$ cat config.mk
export PLATFORM = sky130hd
export DESIGN_NAME = alu_acc_ctrl
export DESIGN_NICKNAME = d
export VERILOG_FILES = /design/src/rtl/alu_acc_ctrl.sv
export SDC_FILE = /design/constraint.sdc
export NUM_CORES = 1
export LEC_CHECK = 0
export ABC_AREA = 1
export CAP_MARGIN = 20
export CELL_PAD_IN_SITES_DETAIL_PLACEMENT = 0
export CELL_PAD_IN_SITES_GLOBAL_PLACEMENT = 1
export CORE_MARGIN = 1
export CORE_UTILIZATION = 23
export DETAILED_ROUTE_END_ITERATION = 10
export PLACE_DENSITY = 0.83
export SYNTH_ARGS = -nofsm -noshare
export SYNTH_HDL_FRONTEND = slang
export SYNTH_SLANG_ARGS = --single-unit
$ cat constraint.sdc
create_clock -name clk -period 1.1 [get_ports clk]
set_clock_uncertainty 0.05 [all_clocks]
set_input_delay 0.33 -clock clk [delete_from_list [all_inputs] [get_ports clk]]
set_output_delay 0.33 -clock clk [all_outputs]
set_load 0.02 [all_outputs]
$ cat src/rtl/alu_acc_ctrl.sv
// ---------------------------------------------------------------------------
// alu_acc_ctrl
//
// Purpose:
//   Accumulator controller that sits in front of an external combinational
//   ALU. It accepts one command at a time, which is either a load or an ALU
//   operation. For an ALU operation it drives the accumulator and the
//   captured operand to the ALU for one EXEC cycle, then stores the ALU
//   result and carry-out. The result is presented until the consumer takes it.
//
// Configuration macro:
//   ALU_CHAIN_CARRY_EN
//     - defined   : alu_cin is driven from the stored carry flag, so that
//                   multi-word operations can be chained. in_cin is ignored.
//     - undefined : alu_cin is driven from the in_cin captured with the
//                   command. This is the default build.
//
// Ports:
//   clk, rst         clock; synchronous active-high reset
//   in_valid/ready   command handshake (in_ready is high only in IDLE)
//   in_load          1 = load in_operand into acc, 0 = ALU operation
//   in_op            ALU op code
//   in_operand       B operand or load value
//   in_cin           per-command carry-in
//   alu_a/alu_b      operands to ALU (acc / captured operand, registered)
//   alu_cin, alu_op  carry-in and op code to ALU (registered)
//   alu_r, alu_c     ALU result and carry-out (combinational from alu_*)
//   out_valid/ready  result handshake (out_valid is high only in RESULT)
//   out_result       accumulator value (always visible)
//   out_carry        carry flag (always visible)
//   dbg_state        current FSM state: 0 = IDLE, 1 = EXEC, 2 = RESULT
//
// Handshake: a transfer happens on a rising edge where valid and ready are
// both 1. Once valid is raised it stays stable until that edge. The ready
// signal never depends combinationally on valid.
// ---------------------------------------------------------------------------
module alu_acc_ctrl #(
    parameter int WIDTH = 5
) (
    input  logic             clk,
    input  logic             rst,
    input  logic             in_valid,
    output logic             in_ready,
    input  logic             in_load,
    input  logic [1:0]       in_op,
    input  logic [WIDTH-1:0] in_operand,
    input  logic             in_cin,
    output logic [WIDTH-1:0] alu_a,
    output logic [WIDTH-1:0] alu_b,
    output logic             alu_cin,
    output logic [1:0]       alu_op,
    input  logic [WIDTH-1:0] alu_r,
    input  logic             alu_c,
    output logic             out_valid,
    input  logic             out_ready,
    output logic [WIDTH-1:0] out_result,
    output logic             out_carry,
    output logic [1:0]       dbg_state
);

    typedef enum logic [1:0] {
        IDLE   = 2'd0,
        EXEC   = 2'd1,
        RESULT = 2'd2
    } state_t;

    state_t           state;
    state_t           state_nxt;
    logic             accept;
    logic [WIDTH-1:0] acc;
    logic             carry;
    logic [1:0]       op_q;
    logic [WIDTH-1:0] operand_q;

`ifndef ALU_CHAIN_CARRY_EN
    logic             cin_q;
`endif

    // Next-state logic. Commands are taken only in IDLE. A command arriving
    // while in EXEC or RESULT is ignored. Leaving RESULT always passes
    // through IDLE, so a command is never accepted in the same cycle that a
    // result is released.
    always_comb begin
        state_nxt = state;
        accept    = 1'b0;
        case (state)
            IDLE: begin
                if (in_valid) begin
                    accept    = 1'b1;
                    state_nxt = in_load ? RESULT : EXEC;
                end
            end
            EXEC:    state_nxt = RESULT;
            RESULT:  if (out_ready) state_nxt = IDLE;
            default: state_nxt = IDLE;
        endcase
    end

    always_ff @(posedge clk) begin
        if (rst) begin
            state     <= IDLE;
            acc       <= '0;
            carry     <= 1'b0;
            op_q      <= 2'b00;
            operand_q <= '0;
`ifndef ALU_CHAIN_CARRY_EN
            cin_q     <= 1'b0;
`endif
        end else begin
            state <= state_nxt;
            if (accept) begin
                op_q      <= in_op;
                operand_q <= in_operand;
`ifndef ALU_CHAIN_CARRY_EN
                cin_q     <= in_cin;
`endif
                if (in_load) begin
                    acc   <= in_operand;
                    carry <= 1'b0;
                end
            end
            // The ALU result is stored exactly as returned. Width and wrap
            // behaviour belong to the ALU.
            if (state == EXEC) begin
                acc   <= alu_r;
                carry <= alu_c;
            end
        end
    end

    // The ALU inputs come only from registers, so they stay stable for the
    // whole EXEC cycle.
    assign alu_a  = acc;
    assign alu_b  = operand_q;
    assign alu_op = op_q;

`ifdef ALU_CHAIN_CARRY_EN
    assign alu_cin = carry;
    logic unused_in_cin;
    assign unused_in_cin = in_cin;
`else
    assign alu_cin = cin_q;
`endif

    assign in_ready   = (state == IDLE);
    assign out_valid  = (state == RESULT);
    assign out_result = acc;
    assign out_carry  = carry;
    assign dbg_state  = state;

endmodule

==> Yosys cells after proc, flatten, opt, wreduce, memory -nomap -nowiden <==
Index checks and enable logic that the tools add are counted.
{ "op_classes": {"reduce_logical": 5, "n_eq_ne": 4, "mux": 12} }
{ "op_table": {"columns": ["operator", "n"], "rows": [
  ["2-to-1 mux 5 bit", 3],
  ["2-to-1 mux 2 bit", 3],
  ["case mux 2 bit (3 select lines)", 1],
  ["2-to-1 mux 1 bit", 5],
  ["AND reduction 2 bit", 2],
  ["nonzero test 2 bit", 2],
  ["equality test 2 x 1 -> 1 bit, second input constant", 1],
  ["equality test 2 bit, second input constant", 1],
  ["zero test 2 bit", 1],
  ["!= test 2 x 1 -> 1 bit, second input constant", 1],
  ["!= test 2 bit, second input constant", 1]
]} }
{ "word_totals": {"regBits": 16, "wordCells": 27, "inputBits": 19} }

==> Logic depth before layout (Yosys ltp) <==
Gate-level depths: netlist of run 1.
{ "logic_depth": {"word_depth": 4, "ltp_mapped": 7} }

==> Worst setup path before layout of run 1 <==
OpenSTA, ideal clock, no wires.
{ "synth_timing": {"kind": "reg2out", "from": "reg state[1], in the netlist dbg_state[1]", "to": "out out_valid", "path_slack_ps": -252, "path_stages_with_launch": 3, "required_ps": 720, "n_path_buf": 0, "arrival_ps": 972, "cell_sequence": "dfxtp_1 -> inv_4 -> nor2_1"} }
{ "synth_via": {"elab_chain_cells": 1} }
{ "synth_rtl": {"columns": ["item", "line", "rtl"], "rows": [
  ["start, declared", "67", "state_t state;"],
  ["start signal, assigned", "110", "state <= state_nxt;"],
  ["equality test 2 bit", "146", "assign out_valid = (state == RESULT);"],
  ["end, declared", "54", "output logic out_valid,"]
]} }
Every way passes these cells.

==> Worst setup path in the final report of run 1 <==
Ends and elaborated chain as after synthesis.

==> metrics.log, run 1 <==
INFO  metric run_status = complete, but fails checks
INFO  metric failed_checks = negative setup slack
INFO  metric detailed_route_via_count = 884
INFO  metric pre_cts_slack = -0.443 ns
INFO  metric cts_num_sinks = 16
INFO  metric synth_seq_area_share = 0.399
INFO  metric post-route-drc-count = 0
INFO  metric total_power = roughly 1.7 mW
INFO  metric timing.final.ws_setup = -0.224 ns
INFO  metric global_route_met1_utilization = 0.139
INFO  metric max_freq = between 0.7 and 0.8 GHz
INFO  metric worstSkewPairLatency = approximately 0.29 ns
INFO  metric floorplan.die.height = a little over 60 um
INFO  metric die_width = 61.1 um
INFO  metric detailed_routing_iterations_pass_1 = 4
INFO  metric critPathCaptureType = primary output
INFO  metric grt_start_max_net_pins = 12
INFO  metric worst-r2r-cell-count = 6
INFO  metric nFillCells = 335
INFO  metric drv.max_cap_violation_count = 0
INFO  metric grt_pass1_wl = 3670 um
INFO  metric clock_pin_transition_on_the_worst_setup_and_hold_timing_paths = 0.10 ns
INFO  metric grt_pass1_vias = 830
INFO  metric cts.root.buffer_cell = sky130_fd_sc_hd__clkbuf_4
INFO  metric htree_num_levels = 1
INFO  metric critPathRequiredTime = 0.72 ns
INFO  metric min_delay_path_depth = 2
INFO  metric port_buffers = just over 40
INFO  metric syn_nets = approximately 130
INFO  metric routed_wl = ~2500 um
INFO  metric num_rows = 21
INFO  metric maxSlewViolCount = 0
INFO  metric routed_via_density = 4.27
INFO  metric tritoncts = done
INFO  metric grt.met2_usage = 0.259
INFO  metric diodes_inserted = 0
INFO  metric worst-setup-path-type = reg -> out
INFO  metric floorplan.initialDensity = 0.241
INFO  metric final.period_utilization = 1.20
INFO  metric critical_path_peak_fanout = 4
INFO  metric routed_wire_length_per_instance = 11.9 um
INFO  metric place_hpwl = ~1600 um
INFO  metric globalRouteMet3Util = 0.0315
INFO  metric postSynthAreaPerCell = roughly 7.3 sq um
INFO  metric global_route_layer_with_the_greatest_usage = met2
INFO  metric final.min_clock_period = between 1 and 1.5 ns
INFO  metric yosysWarningCount = 0
INFO  metric floorplan.core_area = between 0.003 and 0.004 sq mm
INFO  metric antenna_found_initial = 0
INFO  metric power-per-cell-area = 1120 mW/mm^2
INFO  metric global_route.usage.total = 0.135
INFO  metric pin_slew_with_the_least_headroom_to_its_limit = approximately 0.25 ns
INFO  metric maxSlewHeadroom = 0.834
INFO  metric cts_max_path_buffers = 2
INFO  metric multiInputGateArea = approximately 480 sq um
INFO  metric vdd_ir_drop_max = 469 uV
INFO  metric design.portCount = 42
INFO  metric postSynthCellCount = 110
INFO  metric routability_congestion = just under 0.8
INFO  metric flow.area_growth_from_synthesis = 86.9%
INFO  metric finalNetCount = 181
INFO  metric overflow = 0
INFO  metric startpoint_type = flip-flop
INFO  metric drt_iter0_markers = 14
INFO  metric cts-buffers-inserted = 3
INFO  metric setup_repair_after_global_routing_missed_its_margin = true
INFO  metric sequential_cell_area = roughly 350 sq um
INFO  metric worst_ep_arrival_time = 0.94 ns
INFO  metric hold_class = reg -> reg
INFO  metric antenna_left = 0
INFO  metric synth_seq_cells = 16
INFO  metric drive_above_1_share = 0.578
INFO  metric hold_viol = 0
INFO  metric area_of_the_mapped_netlist = around 800 sq um
INFO  metric leakage = 0.663 nW
INFO  metric dieArea = 0.00373 sq mm
INFO  metric cts_hold_buf = 0
INFO  metric setup-violations-final = 30
INFO  metric synth.distinct_cells = 19
[power breakdown]
group	total, mW	leakage (nW)	internal [mW]	switching [mW]
clock network	0.329	0.0150	0.141	0.187
logic	0.661	0.510	0.327	0.334
registers	0.693	0.139	0.639	0.0543
[worst max-delay path: stages (launching register included)]
cell and delay (ns):
sky130_fd_sc_hd__dfxtp_4 0.40, sky130_fd_sc_hd__inv_4 0.04, sky130_fd_sc_hd__nor2_4 0.08, sky130_fd_sc_hd__buf_6 0.12
[cell usage after synthesis]
cell | count | area (sq um)
sky130_fd_sc_hd__clkinv_2 | 1 | 5.00
sky130_fd_sc_hd__nand3_1 | 12 | 60.1
sky130_fd_sc_hd__o21ai_0 | 8 | 40.0
sky130_fd_sc_hd__buf_2 | 1 | 5.00
sky130_fd_sc_hd__dfxtp_1 | 16 | 320
sky130_fd_sc_hd__nor3_1 | 1 | 5.00
sky130_fd_sc_hd__buf_6 | 1 | 11.3
sky130_fd_sc_hd__nor2_2 | 4 | 25.0
sky130_fd_sc_hd__nand2_1 | 15 | 56.3
sky130_fd_sc_hd__buf_4 | 5 | 37.5
sky130_fd_sc_hd__nor2_1 | 25 | 93.8
sky130_fd_sc_hd__inv_4 | 1 | 6.26
sky130_fd_sc_hd__nor2_4 | 1 | 11.3
sky130_fd_sc_hd__buf_8 | 1 | 15.0
sky130_fd_sc_hd__a21oi_2 | 1 | 8.76
sky130_fd_sc_hd__nand3_2 | 1 | 10.0
sky130_fd_sc_hd__nand2_4 | 3 | 33.8
sky130_fd_sc_hd__inv_1 | 9 | 33.8
sky130_fd_sc_hd__nand2_2 | 4 | 25.0
[cells in the final DEF (no fill, tap or decap), drive strengths merged]
master,count
buf,35
nor2,30
nand2,23
clkdlybuf4s50,16
dfxtp,16
nand3,13
inv,9
o21ai,8
clkbuf,4
clkinvlp,2
dlygate4sd2,2
clkinv,1
a21oi,1
nor3,1
[state kept, by name, summed over array words and instances, names as in the netlist]
| register | flops |
|---|---|
| dbg_state | 2 |
| out_carry | 1 |
| alu_b | 5 |
| alu_a | 5 |
| alu_op | 2 |
| alu_cin | 1 |
[path summary, 6_finish.rpt]
kind                start   endpoint  slack, ns
max          dbg_state[1]  out_valid      -0.22
min             alu_op[0]  alu_op[0]       0.44
max reg2reg  dbg_state[0]   alu_a[3]      -0.15
min reg2reg     alu_op[0]  alu_op[0]       0.44
[cell families after synthesis]
| logic type | count (synthesis) | share of synthesized area |
|---|---|---|
| buffers and inverters | 19 | 0.142 |
| DFF | 16 | 0.399 |
| AOI/OAI and AO/OA | 9 | 0.0608 |
| and+or+nand+nor | 66 | 0.399 |
[metrics by stage]
stage / setup TNS [ns] / instance area (sq um) / instances / hold WS [ns] / utilization
global placement: -10.76 / 1260 / 196 / 0.414 / 0.379
CTS: -2.30 / 1390 / 202 / 0.448 / 0.415
floorplan: -0.475 / 813 / 110 / 0.342 / -
detailed placement: -11.63 / 1260 / 196 / 0.425 / 0.379
global route: -3.85 / 1500 / 207 / 0.465 / 0.450
finish: -2.55 / 1500 / 207 / 0.441 / 0.450
[layer usage]
| layer | share of wire | up-vias |
|---|---|---|
| li1 | - | 440 |
| met1 | 0.42 | 411 |
| met2 | 0.52 | 26 |
| met3 | 0.040 | 7 |
| met4 | 0.024 | 0 |
| met5 | 0 | - |
[repair_timing]
action | in CTS | in global routing
cloned | 1 | 1
setup endpoints to repair | 38 | 38
buffers inserted | 1 | 4
pin swaps | 0 | 8
resized for setup | 166 | 24
[final cells by class]
type                            count  share of cell area
Timing Repair inverter              1             0.00500
Sequential cell                    16               0.232
Timing Repair Buffer               53               0.349
Multi-Input combinational cell     76               0.318
Clock buffer                        4              0.0175
Tap cell                           46              0.0383
Inverter                           11              0.0400
(Power assumes the default switching activity.)
==> run 2, diff against run 1 <==
--- a/config.mk
+++ b/config.mk
@@ -7,10 +7,8 @@
 export LEC_CHECK = 0
 export ABC_AREA = 1
 export CAP_MARGIN = 20
-export CELL_PAD_IN_SITES_DETAIL_PLACEMENT = 0
-export CELL_PAD_IN_SITES_GLOBAL_PLACEMENT = 1
 export CORE_MARGIN = 1
-export CORE_UTILIZATION = 23
+export CORE_UTILIZATION = 34
 export DETAILED_ROUTE_END_ITERATION = 10
 export PLACE_DENSITY = 0.83
 export SYNTH_ARGS = -nofsm -noshare
==> run 2 against run 1 <==
Compared with the run above: the flow still finishes with violations (negative setup slack); highest routed layer unchanged; critical path type unchanged; register-to-register slack lost 0.02 ns; largest power group is now combinational cells; core utilization increased by 24 points; design area is 1.7% higher; critical endpoint unchanged.
==> metrics.log, run 2 (same netlist as run 1, synthesis figures left out) <==
INFO  metric run_status = complete, but fails checks
INFO  metric failed_checks = negative setup slack
INFO  metric global_route_met1_utilization = 0.194 (+0.0555)
INFO  metric max_freq = 0.760 GHz (+0.61%)
INFO  metric clock_pin_transition_on_the_worst_setup_and_hold_timing_paths = 0.10 ns (about the same)
INFO  metric placedCellCount = 176 (-10%)
INFO  metric port_buffers = 41 (unchanged)
INFO  metric total_power = 1.71 mW (+1.6%)
INFO  metric routed_via_density = 4.74 (+11%)
INFO  metric cts_max_path_buffers = 2 (unchanged)
INFO  metric post_layout_nonfiller_instances = 190 (-8.2%)
INFO  metric setup-violations-final = 30 (unchanged)
INFO  metric maxSlewViolCount = 0 (unchanged)
INFO  metric grt_start_max_net_pins = 15 (+3)
INFO  metric critPathRequiredTime = 0.72 ns (about the same)
INFO  metric setup_repair_after_global_routing_missed_its_margin = true
INFO  metric nFillCells = 174 (-48%)
INFO  metric worst-setup-path-type = reg -> out
INFO  metric floorplan.core_area = 0.00221 sq mm (-34%)
INFO  metric floorplan.die.height = 50.6 um (-17%)
INFO  metric power-per-cell-area = 1120 mW/mm^2 (-0.11%)
INFO  metric globalRouteMet3Util = 0.0485 (+0.0170)
INFO  metric pin_slew_with_the_least_headroom_to_its_limit = 0.435 ns (+0.186 ns)
INFO  metric antenna_left = 0 (unchanged)
INFO  metric startpoint_type = flip-flop
INFO  metric cts_num_sinks = 16 (unchanged)
INFO  metric hold_viol = 0 (unchanged)
INFO  metric final.min_clock_period = 1.32 ns (-0.00806 ns)
INFO  metric maxSlewHeadroom = 0.710 (-0.124)
INFO  metric drt_iter0_markers = 19 (+5)
INFO  metric num_rows = 17 (-19%)
INFO  metric final.period_utilization = 1.20 (-0.00733)
INFO  metric overflow = 0 (unchanged)
INFO  metric cts.root.buffer_cell = sky130_fd_sc_hd__clkbuf_4
INFO  metric tritoncts = done
INFO  metric grt.met2_usage = 0.300 (+0.0407)
INFO  metric grt_pass1_wl = 3350 um (-8.8%)
INFO  metric layout.core_utilization = 0.690 (+0.240)
INFO  metric htree_num_levels = 1 (unchanged)
INFO  metric die_width = 50.6 um (-17%)
INFO  metric worstSkewPairLatency = 0.28 ns (about the same)
INFO  metric design.portCount = 42 (unchanged)
INFO  metric drv.max_cap_violation_count = 0 (unchanged)
INFO  metric timing.final.ws_setup = -0.215 ns (+0.00806 ns)
INFO  metric dieArea = 0.00256 sq mm (-31%)
INFO  metric layout_commonest_cell = sky130_fd_sc_hd__buf_6
INFO  metric sequential_cell_area = 350 sq um (+0.72%)
INFO  metric multiInputGateArea = 512 sq um (+7.1%)
INFO  metric finalNetCount = 182 (+0.55%)
INFO  metric critical_path_peak_fanout = 4 (unchanged)
INFO  metric routability_congestion = 0.760 (-2.7%)
INFO  metric diodes_inserted = 0 (unchanged)
INFO  metric floorplan.initialDensity = 0.363 (+0.122)
INFO  metric worst_hold_slack = 0.381 ns (-0.0596 ns)
INFO  metric hold_class = in -> reg
INFO  metric routed_wire_length_per_instance = 12.8 um (+7.3%)
INFO  metric global_route_layer_with_the_greatest_usage = met2
INFO  metric final_layout_setup_total_negative_slack = -1.82 ns (+0.723 ns)
INFO  metric post-route-drc-count = 0 (unchanged)
INFO  metric detailed_route_via_count = 900 (+1.8%)
INFO  metric critPathCaptureType = primary output
INFO  metric pre_cts_slack = -0.466 ns (-0.0225 ns)
INFO  metric final_design_area_no_fill = 0.00153 sq mm (+1.7%)
INFO  metric grt_pass1_vias = 766 (-7.7%)
INFO  metric routed_wl = 2430 um (-1.5%)
INFO  metric cts_hold_buf = 0 (unchanged)
INFO  metric global_route.usage.total = 0.177 (+0.0415)
INFO  metric worst_ep_arrival_time = 0.94 ns (about the same)
INFO  metric antenna_found_initial = 0 (unchanged)
INFO  metric place_hpwl = 1510 um (-8.0%)
INFO  metric mostFrequentLayoutCells = 24 x sky130_fd_sc_hd__buf_6, 16 x sky130_fd_sc_hd__clkdlybuf4s50_1, 15 x sky130_fd_sc_hd__nor2_2
INFO  metric flow.area_growth_from_synthesis = 90.0%
INFO  metric leakage = 0.691 nW (+4.2%)
INFO  metric drive_above_1_share = 0.617 (+0.0396)
INFO  metric vdd_ir_drop_max = 835 uV (+78%)
INFO  metric cts-buffers-inserted = 3 (unchanged)
INFO  metric detailed_routing_iterations_pass_1 = 4 (unchanged)
INFO  metric placedInstanceArea = 0.00123 sq mm (-3.0%)
run 2: power breakdown:
part / leakage [nW] / switching [mW] / internal, mW
Clock: 0.0150 / 0.181 / 0.141
Sequential: 0.139 / 0.0521 / 0.638
Combinational: 0.537 / 0.355 / 0.342
run 2: timing repair:
item	CTS	global route
pin swaps	1	9
hold endpoints to repair	0	0
resized for setup	160	42
setup endpoints to repair	38	39
buffers inserted	1	8
cloned	0	1
run 2: final timing paths:
kind	from	end	slack, ns	cells after the start
worst max-delay path	dbg_state[1]	out_valid	-0.22	3
worst min-delay path	in_load	dbg_state[0]	0.38	2
worst max register to register	dbg_state[1]	alu_a[1]	-0.17	7
worst min register to register	alu_op[0]	alu_op[0]	0.43	2
run 2: cell type report:
| type | count | share of cell area |
|---|---|---|
| Timing Repair Buffer | 55 | 0.358 |
| Multi-Input combinational cell | 76 | 0.335 |
| Sequential cell | 16 | 0.230 |
| Inverter | 11 | 0.0369 |
| Tap cell | 28 | 0.0230 |
| Clock buffer | 4 | 0.0172 |
run 2: worst max-delay path: stages, from the launching register on:
cell,delay [ns]
sky130_fd_sc_hd__dfxtp_4,0.40
sky130_fd_sc_hd__inv_4,0.04
sky130_fd_sc_hd__nor2_4,0.09
sky130_fd_sc_hd__buf_6,0.12
run 2: routing by layer:
metal / part of all wire / wire, um / vias to the layer above
met5: 0 / 0 / -
met4: 0.017 / 42 / 0
met3: 0.068 / 166 / 4
met2: 0.53 / 1280 / 43
met1: 0.39 / 938 / 408
li1: - / - / 445
==> run 3, diff against run 2 <==
--- a/config.mk
+++ b/config.mk
@@ -11,6 +11,7 @@
 export CORE_UTILIZATION = 34
 export DETAILED_ROUTE_END_ITERATION = 10
 export PLACE_DENSITY = 0.83
+export SLEW_MARGIN = 20
 export SYNTH_ARGS = -nofsm -noshare
 export SYNTH_HDL_FRONTEND = slang
 export SYNTH_SLANG_ARGS = --single-unit
==> results of run 3 <==
The final DEF is identical to that of run 2; final timing and power are the same.
